### config.mk
export PLATFORM = sky130hd
export DESIGN_NAME = alarm_bank
export DESIGN_NICKNAME = d
export VERILOG_FILES = /design/src/rtl/alarm_pkg.sv /design/src/rtl/alarm_channel.sv /design/src/rtl/alarm_bank.sv
export SDC_FILE = /design/constraint.sdc
export NUM_CORES = 1
export LEC_CHECK = 0
export CAP_MARGIN = 10
export CORE_UTILIZATION = 40
export DETAILED_ROUTE_END_ITERATION = 10
export GPL_ROUTABILITY_DRIVEN = 0
export MAX_ROUTING_LAYER = met4
export SETUP_SLACK_MARGIN = 0.3
export SLEW_MARGIN = 20
export SYNTH_ARGS = -nofsm -noshare
export SYNTH_HDL_FRONTEND = slang
export SYNTH_HIERARCHICAL = 1
export SYNTH_SLANG_ARGS = --single-unit
### constraint.sdc
create_clock -name clk -period 2.7 [get_ports clk]
set_clock_uncertainty 0.2 [all_clocks]
set_input_delay 0.27 -clock clk [delete_from_list [all_inputs] [get_ports clk]]
set_output_delay 0.27 -clock clk [all_outputs]
set_load 0.03 [all_outputs]
### src/rtl/alarm_pkg.sv
// alarm_pkg: shared types and helpers for the alarm bank.
//   alarm_state_t : per-channel state (IDLE, RINGING, SNOOZED)
//   bcd_time_t    : packed 2-digit BCD {hour, min, sec}
//   bcd_inc       : BCD increment that wraps to 00 past a given limit
package alarm_pkg;

  typedef enum logic [1:0] {IDLE, RINGING, SNOOZED} alarm_state_t;

  typedef struct packed {
    logic [7:0] hour;
    logic [7:0] min;
    logic [7:0] sec;
  } bcd_time_t;

  // lim is the last valid value (8'h59 or 8'h23); the step after it is 00.
  function automatic logic [7:0] bcd_inc(input logic [7:0] v, input logic [7:0] lim);
    if (v == lim)           return 8'h00;
    else if (v[3:0] == 4'd9) return {v[7:4] + 4'd1, 4'd0};
    else                    return {v[7:4], v[3:0] + 4'd1};
  endfunction

endpackage

### src/rtl/alarm_channel.sv
// alarm_channel: one alarm channel -- editable BCD time, arm flag,
// IDLE/RINGING/SNOOZED state and a shared ring/snooze seconds timer.
//   clk, reset        : clock, synchronous active-high reset
//   tick              : one-cycle second pulse, cur holds the new second
//   cur               : current time of day (BCD)
//   up_sec/min/hour   : field increments, already qualified by channel select
//   arm_tgl           : invert armed, already qualified by channel select
//   snooze, dismiss   : bank-wide controls
//   ringing, armed    : channel status
//   atime             : stored alarm time
// Macro ALARM_SNOOZE_EN: when undefined the snooze path is removed and
// SNOOZED is never entered.
module alarm_channel
  import alarm_pkg::*;
#(
  parameter int RING_SEC   = 60,
  parameter int SNOOZE_SEC = 300,
  parameter int TW         = 9
) (
  input  logic      clk,
  input  logic      reset,
  input  logic      tick,
  input  bcd_time_t cur,
  input  logic      up_sec,
  input  logic      up_min,
  input  logic      up_hour,
  input  logic      arm_tgl,
  input  logic      snooze,
  input  logic      dismiss,
  output logic      ringing,
  output logic      armed,
  output bcd_time_t atime
);

  alarm_state_t  state_q, state_d;
  logic [TW-1:0] timer_q, timer_d;

  // Edit fields and arm flag; edits never touch the state machine.
  always_ff @(posedge clk) begin
    if (reset) begin
      atime <= '0;
      armed <= 1'b0;
    end else begin
      if (up_sec)  atime.sec  <= bcd_inc(atime.sec,  8'h59);
      if (up_min)  atime.min  <= bcd_inc(atime.min,  8'h59);
      if (up_hour) atime.hour <= bcd_inc(atime.hour, 8'h23);
      if (arm_tgl) armed <= ~armed;
    end
  end

  always_ff @(posedge clk) begin
    if (reset) begin
      state_q <= IDLE;
      timer_q <= '0;
    end else begin
      state_q <= state_d;
      timer_q <= timer_d;
    end
  end

  // Priority: dismiss > disarm > snooze > timer expiry > match.
  always_comb begin
    state_d = state_q;
    timer_d = timer_q;
    if (dismiss || (arm_tgl && armed)) begin
      state_d = IDLE;
      timer_d = '0;
    end
`ifdef ALARM_SNOOZE_EN
    else if (snooze && state_q == RINGING) begin
      state_d = SNOOZED;
      timer_d = TW'(SNOOZE_SEC);
    end
`endif
    else if (tick) begin
      case (state_q)
        RINGING: begin
          if (timer_q <= TW'(1)) begin
            state_d = IDLE;
            timer_d = '0;
          end else begin
            timer_d = timer_q - TW'(1);
          end
        end
        SNOOZED: begin
          if (timer_q <= TW'(1)) begin
            state_d = RINGING;
            timer_d = TW'(RING_SEC);
          end else begin
            timer_d = timer_q - TW'(1);
          end
        end
        default: begin
          // Only IDLE channels can be fired, so a match while active never reloads.
          if (armed && atime == cur) begin
            state_d = RINGING;
            timer_d = TW'(RING_SEC);
          end
        end
      endcase
    end
  end

`ifndef ALARM_SNOOZE_EN
  logic unused_snooze;
  assign unused_snooze = snooze;
`endif

  assign ringing = (state_q == RINGING);

endmodule

### src/rtl/alarm_bank.sv
// alarm_bank: NUM_ALARMS independently editable/armable BCD alarms compared
// against the time of day on each sec_tick, with ring, snooze, auto-timeout.
//   clk, reset                 : clock, synchronous active-high reset
//   sec_tick                   : one-cycle second pulse
//   cur_hour/cur_min/cur_sec   : current time, BCD
//   sel                        : channel for edits, arm toggle and sel_* view
//   up_sec/up_min/up_hour      : increment a field of channel sel
//   arm_toggle                 : invert armed[sel]
//   snooze / dismiss           : act on all ringing (and snoozed) channels
//   ring, ring_id              : any channel ringing / lowest ringing index
//   armed                      : arm flags
//   sel_hour/sel_min/sel_sec   : alarm time of channel sel (combinational)
// Macro ALARM_SNOOZE_EN enables the snooze feature; default build omits it.
module alarm_bank
  import alarm_pkg::*;
#(
  parameter int NUM_ALARMS = 4,
  parameter int RING_SEC   = 60,
  parameter int SNOOZE_SEC = 300,
  parameter int IDW        = (NUM_ALARMS > 1) ? $clog2(NUM_ALARMS) : 1
) (
  input  logic                  clk,
  input  logic                  reset,
  input  logic                  sec_tick,
  input  logic [7:0]            cur_hour,
  input  logic [7:0]            cur_min,
  input  logic [7:0]            cur_sec,
  input  logic [IDW-1:0]        sel,
  input  logic                  up_sec,
  input  logic                  up_min,
  input  logic                  up_hour,
  input  logic                  arm_toggle,
  input  logic                  snooze,
  input  logic                  dismiss,
  output logic                  ring,
  output logic [IDW-1:0]        ring_id,
  output logic [NUM_ALARMS-1:0] armed,
  output logic [7:0]            sel_hour,
  output logic [7:0]            sel_min,
  output logic [7:0]            sel_sec
);

`ifdef ALARM_SNOOZE_EN
  localparam int TMAX = (RING_SEC > SNOOZE_SEC) ? RING_SEC : SNOOZE_SEC;
`else
  localparam int TMAX = RING_SEC;
`endif
  localparam int TW = $clog2(TMAX + 1);

  bcd_time_t                   cur;
  bcd_time_t [NUM_ALARMS-1:0]  atime;
  logic      [NUM_ALARMS-1:0]  ringing;
  bcd_time_t                   sel_t;

  assign cur = '{hour: cur_hour, min: cur_min, sec: cur_sec};

  for (genvar g = 0; g < NUM_ALARMS; g++) begin : g_ch
    logic en;
    assign en = (sel == IDW'(g));

    alarm_channel #(
      .RING_SEC  (RING_SEC),
      .SNOOZE_SEC(SNOOZE_SEC),
      .TW        (TW)
    ) u_ch (
      .clk    (clk),
      .reset  (reset),
      .tick   (sec_tick),
      .cur    (cur),
      .up_sec (up_sec  & en),
      .up_min (up_min  & en),
      .up_hour(up_hour & en),
      .arm_tgl(arm_toggle & en),
      .snooze (snooze),
      .dismiss(dismiss),
      .ringing(ringing[g]),
      .armed  (armed[g]),
      .atime  (atime[g])
    );
  end

  // Outputs derive only from channel state flops, so they follow the tick by one cycle.
  assign ring = |ringing;

  // Walk high to low so the lowest ringing index is the last write.
  always_comb begin
    ring_id = '0;
    for (int i = NUM_ALARMS - 1; i >= 0; i--)
      if (ringing[i]) ring_id = IDW'(i);
  end

  always_comb begin
    sel_t = '0;
    for (int i = 0; i < NUM_ALARMS; i++)
      if (sel == IDW'(i)) sel_t = atime[i];
  end

  assign sel_hour = sel_t.hour;
  assign sel_min  = sel_t.min;
  assign sel_sec  = sel_t.sec;

endmodule
==> impl_metrics.yaml <==
logic_synthesis:
  synth_edf_count: 0
  synth_top_flop_cell: "dfxtp_1"
  async_flop_share: 0
  syn_area_per_cell_um2: 8.78
  synth_area_mm2: 0.00827
  ys_seq_area_frac: 0.310
  synth.top_cell.area_share: 0.310
  ys_types: 50
  synth_area_leaders: "dfxtp_1 31%, ha_1 8.5%, xnor2_1 7.5%, xor2_1 6.7%, mux4_2 6.3%"
  synth_cells: 941
  yosys_register_bits: 128
  yosysWarnings: 6
  syn_nets: 1032
  synth_top_cell_by_area: "dfxtp_1"
route:
  viasPerCell: 5.47
  antenna_left: 0
  vias: 7336
  drt_pass1_iterations: 5
  routed_wl_um: 23400
  drt_drc_violations_left: 0
  wl_per_cell_um: 17.4
  dr.first_iter.drc_count: 540
placed_design:
  dp_hpwl_um: 17700
  portBuffers: 64
clock_network:
  cts_tree: "yes"
  cts_resized: 0
  clock_latency_ns: 0.42
  postCtsSetupBuffers: 0
  cts_buffer_depth: 2
  clkSlewWorstSetupHoldPaths_ns: 0.06
  clkSinkCount: 128
  cts_buffers: 17
  hold_buffers: 1
  cts-root-buf: "clkbuf_16"
  htree_levels: 4
pwr:
  pwr-share-seq: 0.403
  pwr-share-clk: 0.507
  power.density_mw_per_mm2: 475
  p_sw_frac: 0.236
  pwr-share-comb: 0.090
  p_sw_mw: 1.14
  p_leak_nw: 3.87
  p_int_mw: 3.69
  p_total_mw: 4.83
  ir_worst_vdd_v: 0.000455
worst_setup_path:
  worstSetupPathType: "input port to primary output"
  start_kind: "input port"
  rr_startpoint: "g_ch[3].u_ch/atime[12]"
  end_kind: "primary output"
  regToRegSetupSlack_ns: 0.48
  cp.required_ns: 2.23
  reg2reg_depth: 5
  worstReg2RegEnd: "g_ch[3].u_ch/timer_q[3]"
  worstPathMaxFanout: 27
  cp_data_arrival_time_ns: 1.91
  critPathLaunch: "sel[1]"
layout:
  fin_nets: 1148
  syn_to_final_growth_pct: 22.9
  layout-drive-gt1-share: 0.136
global_routing:
  overflow: 0
  gr-usage-all-layers: 0.233
  antenna_found_initial: 1
  grt_pass1_wl_um: 37000
  grt_max_degree: 83
  grt_pass1_vias: 6968
timing:
  finalCritPeriodShare: 0.882
  finalSetupTns_ns: 0
  hold_viol_final: 0
  slew_headroom: 0.646
  slew_viol_final: 0
  finalCriticalPeriod_ns: 2.38
  timing.fmax_mhz: 420
  rsz0062_at_grt: "no"
  worst_pin_slew_ns: 0.528
  setup_viol: 0
worst_hold_path:
  worstHoldPathCells: 4
  min_to: "g_ch[3].u_ch/armed"
  hold_class: "input port to register"
  hp-start: "sel[0]"
floorplan:
  fp.dieW_um: 146
  num_io_pins: 66
  dieArea_mm2: 0.0212
  die_h_um: 146
  coreArea_mm2: 0.0202
  initial_utilization: 0.409
  rows: 52
outcome:
  status: "completed"
run:
  drv_cap: 0
synthesized netlist by cell type (4+ instances only):
master	count
nand2_1	56
a41o_1	6
xor2_1	63
and3b_1	8
nand2b_1	9
dfxtp_1	128
nor4_1	13
and3_1	6
nor3_1	41
nand4_1	31
clkbuf_1	16
inv_1	46
nor2_1	104
xnor2_1	71
a211o_1	4
a211oi_1	13
o22ai_1	5
nand3_1	21
mux2i_1	10
or3_1	12
nand4b_1	5
and2_1	23
ha_1	56
nand3b_1	13
o21ai_1	10
o21ai_0	16
nor3b_1	7
a21oi_1	75
and4b_1	4
a31oi_1	4
mux4_2	23
or4_1	8
cell usage in the layout (no fill, tap or decap), drive strengths merged, types with 4 or more instances in the layout:
cell type and n:
mux4 24, nand4b 5, nor4 17, nor3 41, nand2b 9, inv 46
o21ai 26, mux2i 10, buf 80, dfxtp 128, a31o 4, clkinv 6
and3b 8, a211o 4, bufinv 4, clkbuf 21, xor2 63, nor3b 7
nand3 21, o22ai 5, clkdlybuf4s50 38, nand3b 13, or3 12, ha 56
or4 11, nor2 104, and4b 4, nand4 31, a41o 6, and2 23
nand2 56, xnor2 71, a21oi 76, a211oi 14, a31oi 4, and3 6
routing by layer:
metal	up-vias	part of all wire	GRT usage
met4	0	0.045	0.126
met1	3486	0.45	0.294
met3	53	0.052	0.0411
met5	-	0	-
met2	173	0.45	0.354
li1	3624	-	-
sequential cells by signal, summed over array words and instances (netlist names):
| name | cells |
|---|---|
| g_ch.u_ch/timer_q | 24 |
| g_ch.u_ch/atime | 96 |
| g_ch.u_ch/state_q | 4 |
| g_ch.u_ch/armed | 4 |
cells by family after synthesis:
logic type / synth area share
multiplexers: 0.0779
AO/OA/AOI/OAI: 0.113
flip-flops: 0.310
buffers and inverters: 0.0339
AND/OR/NAND/NOR: 0.238
adder cells (fa/ha/maj): 0.0848
XOR/XNOR: 0.142
worst max-delay path, cell delays in order:
cell and delay [ns]:
clkdlybuf4s50_1 0.59, buf_4 0.40, mux4_1 0.43, buf_4 0.21
through the flow:
step	utilization	cell area, um2	cells	hold WS (ns)	worst slack (ns)
after CTS	0.502	10200	1340	0.211	0.340
final	0.502	10200	1341	0.235	0.319
after global routing	0.502	10200	1341	0.275	0.314
after detailed placement	0.471	9530	1307	0.275	0.168
after global placement	0.471	9530	1307	0.272	0.150
after floorplan	-	8270	941	0.142	0.602
cell type report:
type / instances / area (um2)
timing repair buffer: 119 / 1040
fill: 1919 / 10100
multi-input combinational: 745 / 5420
antenna: 1 / 2.50
clock buffer: 21 / 460
clock inverter: 11 / 161
tap: 270 / 338
sequential: 128 / 2560
inverter: 46 / 173
worst max-delay path by stage:
stage                                   end  slack, ns  cells after the start
floorplan             g_ch[2].u_ch/atime[7]       0.60                      7
global placement    g_ch[3].u_ch/timer_q[3]       0.15                      7
detailed placement  g_ch[3].u_ch/timer_q[3]       0.17                      6
CTS                             sel_hour[7]       0.34                      4
global route                    sel_hour[7]       0.31                      4
finish                          sel_hour[7]       0.32                      4
power by group through the flow:
stage / clock network, mW / registers, mW / logic [mW]
2_1_floorplan: 0 / 1.98 / 0.222
3_3_place_gp: 0 / 1.98 / 0.430
6_report: 2.45 / 1.95 / 0.436
3_5_place_dp: 0 / 1.99 / 0.432
5_1_grt: 2.58 / 1.95 / 0.470
4_1_cts: 2.50 / 1.94 / 0.435
Power figures use the tool's default switching activity.
